File: src/rtl/mul_div_pkg.sv
// Shared definitions for the sequential multiply/divide unit: default operand
// width, iteration counter width and the control FSM encoding.
package mul_div_pkg;

    localparam int DEFAULT_WIDTH = 32;
    localparam int CNT_W         = $clog2(DEFAULT_WIDTH);

    // Common to the multiplier and the divider control so both issue identically.
    typedef enum logic [1:0] {
        IDLE = 2'd0,
        BUSY = 2'd1,
        DONE = 2'd2
    } state_t;

endpackage

File: src/rtl/mul_adder.sv
// Combinational WIDTH-bit unsigned adder with carry out; mirrors the divider's
// ALU shape so the two datapaths stay interchangeable.
module mul_adder #(
    parameter int WIDTH = 32
) (
    input  logic [WIDTH-1:0] a,
    input  logic [WIDTH-1:0] b,
    output logic [WIDTH-1:0] sum,
    output logic             carry
);

    assign {carry, sum} = {1'b0, a} + {1'b0, b};

endmodule

File: src/rtl/seq_multiplier.sv
// Sequential unsigned shift-add multiplier: retires one multiplier bit per clock
// and returns the exact 2*WIDTH-bit product under a Run/Ready handshake.
module seq_multiplier
    import mul_div_pkg::*;
#(
    parameter int WIDTH = DEFAULT_WIDTH
) (
    input  logic               clk,
    input  logic               Reset,
    input  logic               Run,
    input  logic [WIDTH-1:0]   Multiplicand,
    input  logic [WIDTH-1:0]   Multiplier,
    output logic [2*WIDTH-1:0] Product,
    output logic               Ready
);

    localparam int            CNT_BITS = (WIDTH > 1) ? $clog2(WIDTH) : 1;
    localparam logic [CNT_BITS-1:0] LAST_CNT = CNT_BITS'(WIDTH - 1);

    state_t              state, state_nxt;
    logic [CNT_BITS-1:0] cnt;
    logic [WIDTH-1:0]    mcand;
    logic [WIDTH-1:0]    hi;
    logic [WIDTH-1:0]    lo;
    logic                carry;
    logic                ready_q;

    logic                load;
    logic                step;
    logic                last;

    logic [WIDTH-1:0]    add_sum;
    logic                add_carry;
    logic [WIDTH:0]      sum_ext;
    logic [2*WIDTH:0]    shift_nxt;

    mul_adder #(
        .WIDTH (WIDTH)
    ) u_adder (
        .a     (hi),
        .b     (mcand),
        .sum   (add_sum),
        .carry (add_carry)
    );

    // Keep the adder carry: hi + mcand can overflow WIDTH bits.
    assign sum_ext   = lo[0] ? {add_carry, add_sum} : {1'b0, hi};
    assign shift_nxt = {1'b0, sum_ext, lo[WIDTH-1:1]};

    always_ff @(posedge clk) begin
        if (!Reset) begin
            state <= IDLE;
        end else begin
            state <= state_nxt;
        end
    end

    always_comb begin
        state_nxt = state;
        load      = 1'b0;
        step      = 1'b0;
        last      = 1'b0;
        case (state)
            IDLE: begin
                if (Run) begin
                    load      = 1'b1;
                    state_nxt = BUSY;
                end
            end
            BUSY: begin
                // Run is deliberately ignored here: no restart, no resample.
                step = 1'b1;
                if (cnt == LAST_CNT) begin
                    last      = 1'b1;
                    state_nxt = DONE;
                end
            end
            DONE: begin
                if (Run) begin
                    load      = 1'b1;
                    state_nxt = BUSY;
                end
            end
            default: state_nxt = IDLE;
        endcase
    end

    always_ff @(posedge clk) begin
        if (!Reset) begin
            cnt     <= '0;
            mcand   <= '0;
            hi      <= '0;
            lo      <= '0;
            carry   <= 1'b0;
            ready_q <= 1'b0;
        end else if (load) begin
            cnt     <= '0;
            mcand   <= Multiplicand;
            hi      <= '0;
            lo      <= Multiplier;
            carry   <= 1'b0;
            ready_q <= 1'b0;
        end else if (step) begin
            {carry, hi, lo} <= shift_nxt;
            cnt             <= cnt + CNT_BITS'(1);
            if (last) begin
                ready_q <= 1'b1;
            end
        end
    end

    // carry is the top of the (2*WIDTH+1)-bit shift register; it always shifts in 0.
    logic unused_carry;
    assign unused_carry = carry;

    assign Product = {hi, lo};
    assign Ready   = ready_q;

endmodule

File: config.mk
export PLATFORM = sky130hd
export DESIGN_NAME = seq_multiplier
export DESIGN_NICKNAME = d
export VERILOG_FILES = /design/src/rtl/mul_div_pkg.sv /design/src/rtl/mul_adder.sv /design/src/rtl/seq_multiplier.sv
export SDC_FILE = /design/constraint.sdc
export NUM_CORES = 1
export LEC_CHECK = 0
export CAP_MARGIN = 20
export CORE_AREA = 4 4 121 123
export DETAILED_ROUTE_END_ITERATION = 16
export DIE_AREA = 0 0 125 127
export PLACE_DENSITY_LB_ADDON = 0.08
export SLEW_MARGIN = 20
export SYNTH_ARGS = -nofsm -noshare
export SYNTH_HDL_FRONTEND = slang
export SYNTH_SLANG_ARGS = --single-unit
File: constraint.sdc
create_clock -name clk -period 2.8 [get_ports clk]
set_input_delay 0.42 -clock clk [delete_from_list [all_inputs] [get_ports clk]]
set_output_delay 0.42 -clock clk [all_outputs]
set_load 0.03 [all_outputs]
### After elaboration in Yosys (flattened, before gate mapping)

Index checks and enable logic that the tools add are counted.

| storage, ports and cells | value |
|---|---|
| register bits | 104 |
| word-level logic and storage cells | 31 |

| operators by class | value |
|---|---|
| eq/ne operators | 5 |
| reductions and logical operators | 6 |
| add/sub/neg operators | 2 |
| bitwise logic cells | 1 |
| mux-type cells | 11 |

Operators by type and width:

| kind | count |
|---|---|
| two-way mux 32 bit | 2 |
| adder 32 x 32 -> 33 bit | 1 |
| two-way mux 33 bit | 1 |
| adder 5 x 1 -> 5 bit (second input constant) | 1 |
| == test 5 bit (second input constant) | 1 |
| two-way mux 1 bit | 5 |
| two-way mux 2 bit | 2 |
| one-hot mux 2 bit (2 select lines) | 1 |
| AND reduction 2 bit | 2 |
| OR reduction 2 bit | 2 |
| == test 2 x 1 -> 1 bit (second input constant) | 1 |
| == test 2 bit (second input constant) | 1 |
| logical NOT 2 bit | 1 |
| inequality test 2 x 1 -> 1 bit (second input constant) | 1 |
| inequality test 2 bit (second input constant) | 1 |
| nonzero test 2 bit | 1 |
| inverter 1 bit | 1 |

### Longest topological paths before layout

Gate-level depths: netlist (run 1).

| logic depth | value |
|---|---|
| word-level depth | 4 |
| depth in mapped cells | 10 |
| gate-level depth less buffers | 10 |

### By module

A second synthesis (run 1) with hierarchy kept.

| second synthesis, totals | value |
|---|---|
| cells, all modules | 742 |
| area total of the unflattened synthesis | 6,442.4 um^2 |

Modules (own cells, without submodules):

| module | area an instance (um^2) | instances | cells an instance |
|---|---|---|---|
| seq_multiplier | 4,540.6 | 1 | 468 |
| mul_adder | 1,901.8 | 1 | 274 |

### Least setup slack after synthesis (run 1)

No wires, ideal clock.

| timing path | value |
|---|---|
| path kind | reg2reg |
| start point | reg hi[0] |
| end point | reg hi[27] |
| data arrival time | 2.647 ns |
| library setup time | 0.086 ns |
| path slack | 0.067 ns |
| required time | 2.714 ns |
| stages on the path, launching flop included | 11 |
| period minus slack after synthesis | 2.733 ns |
| buffers on the path | 0 |
| cell sequence | dfxtp_1 -> ha_1 -> fa_1 -> a21o_1 -> a311oi_1 -> o31ai_4 -> a31oi_4 -> o31a_1 -> o21ai_2 -> xnor2_1 -> a221oi_2 |

| on the way | value |
|---|---|
| word-level cells in the longest chain between the ends | 2 |

Ends and longest elaborated chain:

| item | line | source |
|---|---|---|
| from (decl) | seq_multiplier.sv:23 | `logic [WIDTH-1:0] hi;` |
| from (signal assigned) | seq_multiplier.sv:104 | `{carry, hi, lo} <= shift_nxt;` |
| adder 32 x 32 -> 33 bit | mul_adder.sv:12 | `assign {carry, sum} = {1'b0, a} + {1'b0, b};` |
| two-way mux 33 bit | seq_multiplier.sv:47 | `assign sum_ext = lo[0] ? {add_carry, add_sum} : {1'b0, hi};` |

No other way between the ends.
A chain may end at the register's enable or synchronous reset.

### Worst setup path after layout (run 1)

Same ends and word-level chain as after synthesis.

==> run_summary.xml, run 1 <==
<?xml version="1.0" encoding="UTF-8"?>
<metrics>
  <group name="cts">
    <metric name="clock_root_buffer" unit="">sky130_fd_sc_hd__clkbuf_16</metric>
    <metric name="cts_hold_buffers" unit="">0</metric>
    <metric name="htree_num_levels" unit="">3</metric>
    <metric name="clk_transition_reported_paths" unit="ns">0.07</metric>
    <metric name="cts_tree" unit="">done</metric>
    <metric name="clkLatencyLatePin" unit="ns">0.35</metric>
    <metric name="cts-root-to-sink-buffers" unit="">2</metric>
    <metric name="cts_num_sinks" unit="">104</metric>
    <metric name="cts_bufs_inserted" unit="">9</metric>
  </group>
  <group name="power_and_ir_drop">
    <metric name="static-leakage-power" unit="nW">3.011</metric>
    <metric name="worst_ir_drop_on_vdd" unit="V">0.0002935</metric>
    <metric name="power-per-cell-area" unit="mW/mm^2">483.6</metric>
  </group>
  <group name="final_layout">
    <metric name="fin_cells" unit="">1041</metric>
    <metric name="drive_gt1_share" unit="%">6.852</metric>
    <metric name="antenna-diode-count" unit="">0</metric>
    <metric name="finalNetCount" unit="">958</metric>
    <metric name="fill_cells" unit="">1303</metric>
    <metric name="layout-area-overhead-vs-synth" unit="%">32.11</metric>
  </group>
  <group name="die">
    <metric name="die_width" unit="um">125</metric>
    <metric name="initial_cell_density_of_the_core" unit="%">43.76</metric>
    <metric name="fp.coreArea" unit="sq mm">0.01367</metric>
    <metric name="die-area" unit="sq mm">0.01588</metric>
    <metric name="fp.dieH" unit="um">127</metric>
    <metric name="ios" unit="">132</metric>
    <metric name="rows" unit="">43</metric>
  </group>
  <group name="synthesis">
    <metric name="synth_cell_type_count" unit="">59</metric>
    <metric name="synth-edff-count" unit="">0</metric>
    <metric name="post_synth_and_or_nand_nor_area_fraction" unit="%">16.80</metric>
    <metric name="synth_top_family_by_area" unit="">compound AO/OA/AOI/OAI gates</metric>
    <metric name="netlist_area_before_placement" unit="sq mm">0.005981</metric>
    <metric name="postSynthNetCount" unit="">841</metric>
    <metric name="syn_area_per_cell" unit="sq um">8.093</metric>
    <metric name="yosys_register_bits" unit="">104</metric>
    <metric name="asyncSetResetFlopFracSynth" unit="%">0</metric>
    <metric name="post_synth_mux_area_share" unit="%">1.674</metric>
    <metric name="yosys_most_used_dff" unit="">sky130_fd_sc_hd__dfxtp_1</metric>
    <metric name="adder_cell_share_of_the_synthesized_area" unit="%">7.448</metric>
    <metric name="warnings_synthesis" unit="">0</metric>
    <metric name="yosysSeqAreaShare" unit="%">34.81</metric>
    <metric name="syn_inst" unit="">739</metric>
    <metric name="synth_xor_area_share" unit="%">4.247</metric>
    <metric name="synth_compound_area_share" unit="%">31.11</metric>
  </group>
  <group name="routing">
    <metric name="final_antenna_net_count" unit="">0</metric>
    <metric name="route.vias.total" unit="">5850</metric>
    <metric name="detail_route.iter0.violations" unit="">331</metric>
    <metric name="drc_errors" unit="">0</metric>
    <metric name="drtPass1Iterations" unit="">4</metric>
    <metric name="drt-vias-per-instance" unit="">5.620</metric>
    <metric name="route.detailed.wl_per_inst" unit="um">16.73</metric>
    <metric name="detail_route.wirelength" unit="um">17420</metric>
  </group>
  <group name="worst_setup_path">
    <metric name="timing.critical_path.arrival" unit="ns">2.94</metric>
    <metric name="setup_crit_end_kind" unit="">flip-flop</metric>
    <metric name="critPathMaxStageDelay" unit="ns">0.37</metric>
    <metric name="slowest_stage" unit="">sky130_fd_sc_hd__fa_2</metric>
    <metric name="ordered_cell_list_for_the_critical_path" unit="">ha_1, fa_2, a21o_1, a311oi_2, buf_4, o31ai_4, a31oi_4, o31a_1, o21ai_2, xnor2_1, a221oi_2</metric>
    <metric name="path_max_fanout" unit="">5</metric>
    <metric name="family_of_cells_with_the_greatest_summed_delay_on_the_critical_path" unit="">compound AO/OA/AOI/OAI gates</metric>
    <metric name="cp.buffers_inverters" unit="">1</metric>
    <metric name="start_kind" unit="">flip-flop</metric>
    <metric name="worst-endpoint-required" unit="ns">3.07</metric>
    <metric name="worstSetupPathType" unit="">flip-flop to flip-flop</metric>
  </group>
  <group name="placed_design">
    <metric name="detailedPlacementHpwl" unit="um">12520</metric>
    <metric name="post-place-cells" unit="">1024</metric>
    <metric name="port_buffers" unit="">131</metric>
    <metric name="routabilityCongestion" unit="">0.9535</metric>
  </group>
  <group name="global_routing">
    <metric name="via_count_of_the_first_global_routing_pass" unit="">5822</metric>
    <metric name="global_route.overflow_total" unit="">0</metric>
    <metric name="grt_antenna_before_repair" unit="">0</metric>
    <metric name="track_usage" unit="%">21.52</metric>
    <metric name="grt_first_pass_wirelength" unit="um">28580</metric>
    <metric name="maximum_number_of_pins_on_one_net_before_global_route_repair" unit="">67</metric>
  </group>
  <group name="timing">
    <metric name="finalCritPeriodShare" unit="%">95.51</metric>
    <metric name="setup-tns-final" unit="ns">0</metric>
    <metric name="final.hold.worst_slack" unit="ns">0.4672</metric>
    <metric name="timing.final.hold_violations" unit="">0</metric>
    <metric name="final-max-slew-violation-count" unit="">0</metric>
    <metric name="max_fclk" unit="GHz">0.3739</metric>
    <metric name="worst_clock_skew" unit="ns">0.01109</metric>
    <metric name="setup-violations-final" unit="">0</metric>
    <metric name="tightestPinTransition" unit="ns">0.6318</metric>
    <metric name="relSlewSlack" unit="%">57.82</metric>
    <metric name="grt_setup_unrepaired" unit="">no</metric>
    <metric name="period_minus_slack" unit="ns">2.674</metric>
  </group>
  <group name="run_status">
    <metric name="run_status" unit="">finished, final reports clean</metric>
  </group>
  <group name="run">
    <metric name="cap_violations" unit="">0</metric>
  </group>
  <group name="worst_hold_path">
    <metric name="min-delay-path-class" unit="">flip-flop to flip-flop</metric>
  </group>
</metrics>
-- layout by cell type (no fill, tap or decap), types with 4 or more instances in the layout --
cell type                         count
sky130_fd_sc_hd__a211oi_1            10
sky130_fd_sc_hd__a21boi_0            65
sky130_fd_sc_hd__a21o_1              18
sky130_fd_sc_hd__a21oi_1             63
sky130_fd_sc_hd__a22oi_1             32
sky130_fd_sc_hd__a31oi_1              5
sky130_fd_sc_hd__and3_1              12
sky130_fd_sc_hd__buf_4               24
sky130_fd_sc_hd__clkbuf_16            9
sky130_fd_sc_hd__clkdlybuf4s50_1    130
sky130_fd_sc_hd__dfxtp_1            103
sky130_fd_sc_hd__ha_1                33
sky130_fd_sc_hd__inv_1               10
sky130_fd_sc_hd__mux2i_1             10
sky130_fd_sc_hd__nand2_1            136
sky130_fd_sc_hd__nand2b_1             4
sky130_fd_sc_hd__nand3_1              7
sky130_fd_sc_hd__nand4_1              7
sky130_fd_sc_hd__nor2_1              35
sky130_fd_sc_hd__nor3_1               5
sky130_fd_sc_hd__nor4_1               4
sky130_fd_sc_hd__o211ai_1             6
sky130_fd_sc_hd__o21a_1               4
sky130_fd_sc_hd__o21ai_0             28
sky130_fd_sc_hd__o22ai_1              5
sky130_fd_sc_hd__xnor2_1             22
sky130_fd_sc_hd__xor2_1               7
-- worst register-to-register path, stage by stage (launching register included) --
cell,delay (ns)
sky130_fd_sc_hd__dfxtp_2,0.34
sky130_fd_sc_hd__ha_1,0.22
sky130_fd_sc_hd__fa_2,0.37
sky130_fd_sc_hd__a21o_1,0.23
sky130_fd_sc_hd__a311oi_2,0.26
sky130_fd_sc_hd__buf_4,0.16
sky130_fd_sc_hd__o31ai_4,0.08
sky130_fd_sc_hd__a31oi_4,0.23
sky130_fd_sc_hd__o31a_1,0.24
sky130_fd_sc_hd__o21ai_2,0.09
sky130_fd_sc_hd__xnor2_1,0.14
sky130_fd_sc_hd__a221oi_2,0.24
-- per-layer routing --
metal / GRT usage, % / up-vias / wire length, um
met4: 7.908 / 0 / 357
met5: 0 / - / 0
li1: - / 2900 / -
met2: 35.65 / 190 / 7995
met1: 27.40 / 2736 / 7864
met3: 5.184 / 24 / 1202
-- final timing paths --
kind,startpoint,endpoint,slack (ns),depth (start not counted)
worst max register to register,hi[0],hi[27],0.13,11
worst min register to register,cnt[4],cnt[4],0.47,2
worst min-delay path,cnt[4],cnt[4],0.47,2
worst max-delay path,hi[0],hi[27],0.13,11
-- kinds of logic (layout without fill, tap and decap cells) --
| group | after synthesis | count (layout) |
|---|---|---|
| AOI/OAI and AO/OA | 271 | 271 |
| buffers and inverters | 60 | 182 |
| adders and majority gates | 35 | 35 |
| xor gates and xnor gates | 29 | 29 |
| DFF | 104 | 104 |
| muxes | 10 | 10 |
| and+or+nand+nor | 230 | 230 |
-- flip-flops by register name (all words and copies together) (netlist names) --
| register | cells |
|---|---|
| lo | 32 |
| state | 2 |
| hi | 32 |
| cnt | 5 |
| mcand | 32 |
| Ready | 1 |
-- report_power, final --
part,leakage (nW),switching [mW],internal [mW]
registers,0.851,0.0708,1.56
logic,1.99,0.440,0.346
clock network,0.165,0.584,0.821
-- cells in the mapped netlist (3+ instances only) --
library cell | instances | area [sq um]
sky130_fd_sc_hd__inv_1 | 10 | 37.54
sky130_fd_sc_hd__xor2_1 | 7 | 61.31
sky130_fd_sc_hd__dfxtp_1 | 104 | 2082
sky130_fd_sc_hd__o211ai_1 | 6 | 45.04
sky130_fd_sc_hd__and3_1 | 12 | 75.07
sky130_fd_sc_hd__mux2i_1 | 10 | 100.1
sky130_fd_sc_hd__nor2_1 | 36 | 135.1
sky130_fd_sc_hd__buf_2 | 4 | 20.02
sky130_fd_sc_hd__o21a_1 | 4 | 30.03
sky130_fd_sc_hd__a211o_1 | 3 | 26.28
sky130_fd_sc_hd__or3_1 | 3 | 18.77
sky130_fd_sc_hd__nor4_1 | 4 | 25.02
sky130_fd_sc_hd__nand2_1 | 136 | 510.5
sky130_fd_sc_hd__o21ai_2 | 3 | 26.28
sky130_fd_sc_hd__a211oi_1 | 10 | 75.07
sky130_fd_sc_hd__nor3_1 | 5 | 25.02
sky130_fd_sc_hd__nor2b_1 | 5 | 31.28
sky130_fd_sc_hd__and2_1 | 3 | 18.77
sky130_fd_sc_hd__o22ai_1 | 5 | 31.28
sky130_fd_sc_hd__a22oi_1 | 32 | 240.2
sky130_fd_sc_hd__o21ai_0 | 29 | 145.1
sky130_fd_sc_hd__nand4_1 | 7 | 43.79
sky130_fd_sc_hd__clkbuf_2 | 3 | 15.01
sky130_fd_sc_hd__a21o_1 | 18 | 135.1
sky130_fd_sc_hd__buf_1 | 6 | 22.52
sky130_fd_sc_hd__a21boi_0 | 65 | 488.0
sky130_fd_sc_hd__clkbuf_1 | 37 | 138.9
sky130_fd_sc_hd__ha_1 | 34 | 425.4
sky130_fd_sc_hd__nand3_1 | 7 | 35.03
sky130_fd_sc_hd__nand2b_1 | 4 | 25.02
sky130_fd_sc_hd__a21oi_1 | 63 | 315.3
sky130_fd_sc_hd__a31oi_1 | 5 | 31.28
sky130_fd_sc_hd__o31ai_1 | 3 | 22.52
sky130_fd_sc_hd__xnor2_1 | 22 | 192.7
-- per-stage QoR --
| step | setup WS, ns | power (mW) | util, % | cell area (sq um) |
|---|---|---|---|---|
| floorplan | 0.06678 | 2.115 | - | 5981 |
| global placement | 0.1571 | 2.433 | 55.07 | 7526 |
| detailed placement | 0.05803 | 2.448 | 55.07 | 7526 |
| CTS | 0.04419 | 3.861 | 57.54 | 7863 |
| global route | 0.01384 | 3.996 | 57.82 | 7901 |
| finish | 0.1257 | 3.821 | 57.82 | 7901 |
-- area by class of cell --
type / count / area (sq um) / area share, %
clock buffer: 10 / 239.0 / 3.025
clock inverter: 6 / 97.59 / 1.235
inverter: 10 / 37.54 / 0.4751
multi-input combinational: 575 / 3712 / 46.98
sequential: 104 / 2083 / 26.37
tap: 180 / 225.2 / 2.850
timing repair buffer: 156 / 1506 / 19.07
-- what timing repair did --
item,CTS,global route
setup buffers,0,1
endpoints found under the setup margin,0,6
resized for setup,0,7
Note: power is estimated with default switching activity, not from simulation.
==> run 2, diff against run 1 <==
Settings changed: CORE_AREA 4 4 121 123 to 4 4 136 138, DIE_AREA 0 0 125 127 to 0 0 140 142.
==> run 2 against run 1 <==
Compared with the run above:
- register-to-register slack better by 0.03 ns
- global-route usage down 3.0 points
- fmax up 0.96%
- first-iteration DRC count down 18%
- non-clock buffer count down 5
- final cell count up 3.7%
- wire length up 6.2%
- critical path type unchanged
- largest cell class unchanged
==> run_summary.xml, run 2 (same netlist as run 1, synthesis figures left out) <==
<?xml version="1.0" encoding="UTF-8"?>
<metrics>
  <group name="timing">
    <metric name="setup-violations-final" unit="">0</metric>
    <metric name="final-max-slew-violation-count" unit="">0</metric>
    <metric name="tightestPinTransition" unit="ns">0.7355</metric>
    <metric name="worst_clock_skew" unit="ns">0.009472</metric>
    <metric name="setup-tns-final" unit="ns">0</metric>
    <metric name="period_minus_slack" unit="ns">2.649</metric>
    <metric name="finalCritPeriodShare" unit="%">94.60</metric>
    <metric name="grt_setup_unrepaired" unit="">no</metric>
    <metric name="relSlewSlack" unit="%">50.85</metric>
    <metric name="max_fclk" unit="GHz">0.3775</metric>
    <metric name="timing.final.hold_violations" unit="">0</metric>
  </group>
  <group name="power_and_ir_drop">
    <metric name="seqPwrFrac" unit="%">43.1</metric>
    <metric name="net-switching-power" unit="mW">1.097</metric>
    <metric name="p_sw_share" unit="%">28.97</metric>
    <metric name="power-per-cell-area" unit="mW/mm^2">479.5</metric>
    <metric name="clock_power_share" unit="%">36.1</metric>
    <metric name="worst_ir_drop_on_vdd" unit="V">0.0003316</metric>
    <metric name="static-leakage-power" unit="nW">2.977</metric>
    <metric name="p_comb_share" unit="%">20.8</metric>
    <metric name="cellInternalPower" unit="mW">2.691</metric>
  </group>
  <group name="run">
    <metric name="cap_violations" unit="">0</metric>
  </group>
  <group name="cts">
    <metric name="cts-root-to-sink-buffers" unit="">2</metric>
    <metric name="clkLatencyLatePin" unit="ns">0.35</metric>
    <metric name="clock_root_buffer" unit="">sky130_fd_sc_hd__clkbuf_16</metric>
    <metric name="clk_transition_reported_paths" unit="ns">0.07</metric>
    <metric name="cts_tree" unit="">done</metric>
    <metric name="htree_num_levels" unit="">3</metric>
    <metric name="cts_num_sinks" unit="">104</metric>
    <metric name="cts_bufs_inserted" unit="">9</metric>
  </group>
  <group name="routing">
    <metric name="route.detailed.wl_per_inst" unit="um">17.12</metric>
    <metric name="final_antenna_net_count" unit="">0</metric>
    <metric name="drc_errors" unit="">0</metric>
    <metric name="drt-vias-per-instance" unit="">5.280</metric>
    <metric name="route.vias.total" unit="">5702</metric>
    <metric name="detail_route.wirelength" unit="um">18490</metric>
    <metric name="drtPass1Iterations" unit="">4</metric>
    <metric name="detail_route.iter0.violations" unit="">271</metric>
  </group>
  <group name="worst_setup_path">
    <metric name="slowest_stage" unit="">sky130_fd_sc_hd__fa_1</metric>
    <metric name="crit-reg2reg-launch" unit="">hi[0]</metric>
    <metric name="start_kind" unit="">flip-flop</metric>
    <metric name="ordered_cell_list_for_the_critical_path" unit="">ha_1, fa_1, a21o_1, a311oi_2, o31ai_4, a31oi_4, o31a_1, o21ai_2, xnor2_1, a221oi_2</metric>
    <metric name="cp.buffers_inverters" unit="">0</metric>
    <metric name="critPathMaxStageDelay" unit="ns">0.41</metric>
    <metric name="timing.critical_path.arrival" unit="ns">2.92</metric>
    <metric name="setup_crit_end_kind" unit="">flip-flop</metric>
    <metric name="family_of_cells_with_the_greatest_summed_delay_on_the_critical_path" unit="">compound AO/OA/AOI/OAI gates</metric>
    <metric name="critical_path_depth" unit="">10</metric>
    <metric name="ff2ff_path_depth" unit="">10</metric>
    <metric name="startpoint" unit="">hi[0]</metric>
    <metric name="worstSetupPathType" unit="">flip-flop to flip-flop</metric>
    <metric name="path_max_fanout" unit="">5</metric>
    <metric name="worst-endpoint-required" unit="ns">3.07</metric>
  </group>
  <group name="worst_hold_path">
    <metric name="worst_hold_stages" unit="">2</metric>
    <metric name="min-delay-path-class" unit="">flip-flop to flip-flop</metric>
    <metric name="worstHoldStart" unit="">mcand[28]</metric>
  </group>
  <group name="final_layout">
    <metric name="antenna-diode-count" unit="">0</metric>
    <metric name="layout.cells.most_common" unit="">sky130_fd_sc_hd__nand2_1</metric>
    <metric name="regArea" unit="sq mm">0.002082</metric>
    <metric name="multiInputGateArea" unit="sq mm">0.003709</metric>
    <metric name="finalNetCount" unit="">953</metric>
    <metric name="fill_cells" unit="">1742</metric>
    <metric name="biggestRegsByFlops" unit="">hi (32), lo (32), mcand (32)</metric>
    <metric name="mostFrequentLayoutCells" unit="">sky130_fd_sc_hd__nand2_1 (136), sky130_fd_sc_hd__clkdlybuf4s50_1 (130), sky130_fd_sc_hd__dfxtp_1 (104)</metric>
    <metric name="drive_gt1_share" unit="%">5.848</metric>
    <metric name="layout-area-overhead-vs-synth" unit="%">32.11</metric>
    <metric name="finish.instance_area" unit="sq mm">0.007901</metric>
  </group>
  <group name="placed_design">
    <metric name="routabilityCongestion" unit="">0.9122</metric>
    <metric name="placed_area" unit="sq mm">0.007570</metric>
    <metric name="detailedPlacementHpwl" unit="um">13180</metric>
    <metric name="port_buffers" unit="">131</metric>
  </group>
  <group name="global_routing">
    <metric name="grt_antenna_before_repair" unit="">0</metric>
    <metric name="maximum_number_of_pins_on_one_net_before_global_route_repair" unit="">65</metric>
    <metric name="grt_first_pass_wirelength" unit="um">30270</metric>
    <metric name="global_route.overflow_total" unit="">0</metric>
    <metric name="via_count_of_the_first_global_routing_pass" unit="">5905</metric>
    <metric name="track_usage" unit="%">18.55</metric>
  </group>
  <group name="die">
    <metric name="die-area" unit="sq mm">0.01988</metric>
    <metric name="initial_cell_density_of_the_core" unit="%">34.82</metric>
    <metric name="fp.coreArea" unit="sq mm">0.01718</metric>
    <metric name="fp.dieH" unit="um">142</metric>
    <metric name="die_width" unit="um">140</metric>
    <metric name="ios" unit="">132</metric>
    <metric name="rows" unit="">48</metric>
  </group>
  <group name="run_status">
    <metric name="run_status" unit="">finished, final reports clean</metric>
  </group>
</metrics>
==> run 2: cell types whose count changed in the layout (fill, tap and decap cells not counted), sizes merged <==
cell,change
buf,-5
clkbuf,+1
clkinv,-2
==> run 2: worst register-to-register path, delay by kind of cell, from the launching register on <==
kind                       cells  cell delay (ns)
AOI/OAI and AO/OA              7             1.47
adders and majority gates      2             0.64
DFF                            1             0.32
xor gates and xnor gates       1             0.15
==> run 2: final cells by class <==
class                   instances  share of cell area (%)
clock buffers                  11                   2.945
clock inverters                 4                  0.9818
inverters                      10                  0.4751
multi-input cells             575                   46.94
flip-flops and latches        104                   26.35
well taps                     225                   3.563
repair buffers                151                   18.75
==> run 2: final timing paths <==
check	to	slack (ns)
min	mcand[28]	0.47
max	hi[27]	0.15
max reg2reg	hi[27]	0.15
min reg2reg	mcand[28]	0.47
==> run 2: power groups by stage <==
stage / combinational [mW] / clock [mW] / sequential (mW)
floorplan: 0.373 / 0 / 1.74
global placement: 0.784 / 0 / 1.66
detailed placement: 0.794 / 0 / 1.66
CTS: 0.797 / 1.43 / 1.63
global route: 0.864 / 1.47 / 1.64
finish: 0.788 / 1.37 / 1.63
==> run 2: what timing repair did <==
| item | in CTS | in global routing |
|---|---|---|
| setup endpoints to repair | 0 | 5 |
| buffers inserted | 0 | 0 |
| hold buffers | 0 | 0 |
| resized for setup | 0 | 4 |
| endpoints found under the hold margin | 0 | 0 |
==> run 2: routing by layer <==
layer	GRT usage (%)	up-vias	share of wire, %	routed length, um
li1	-	2888	-	-
met1	22.75	2664	45	8279
met2	32.11	139	48	8853
met3	5.276	11	6.5	1194
met4	5.048	0	0.90	166
met5	0	-	0	0
==> run 2: metrics by stage <==
step	util, %	total power, mW	hold WS, ns	instances	setup WS (ns)
after floorplan	-	2.115	0.4406	739	0.06678
final	46.00	3.789	0.4690	1080	0.1512
after detailed placement	44.07	2.459	0.4614	1065	0.04581
after global routing	46.00	3.975	0.5012	1080	0.01735
after global placement	44.04	2.447	0.4462	1065	0.1360
after CTS	45.88	3.856	0.4746	1080	0.03736
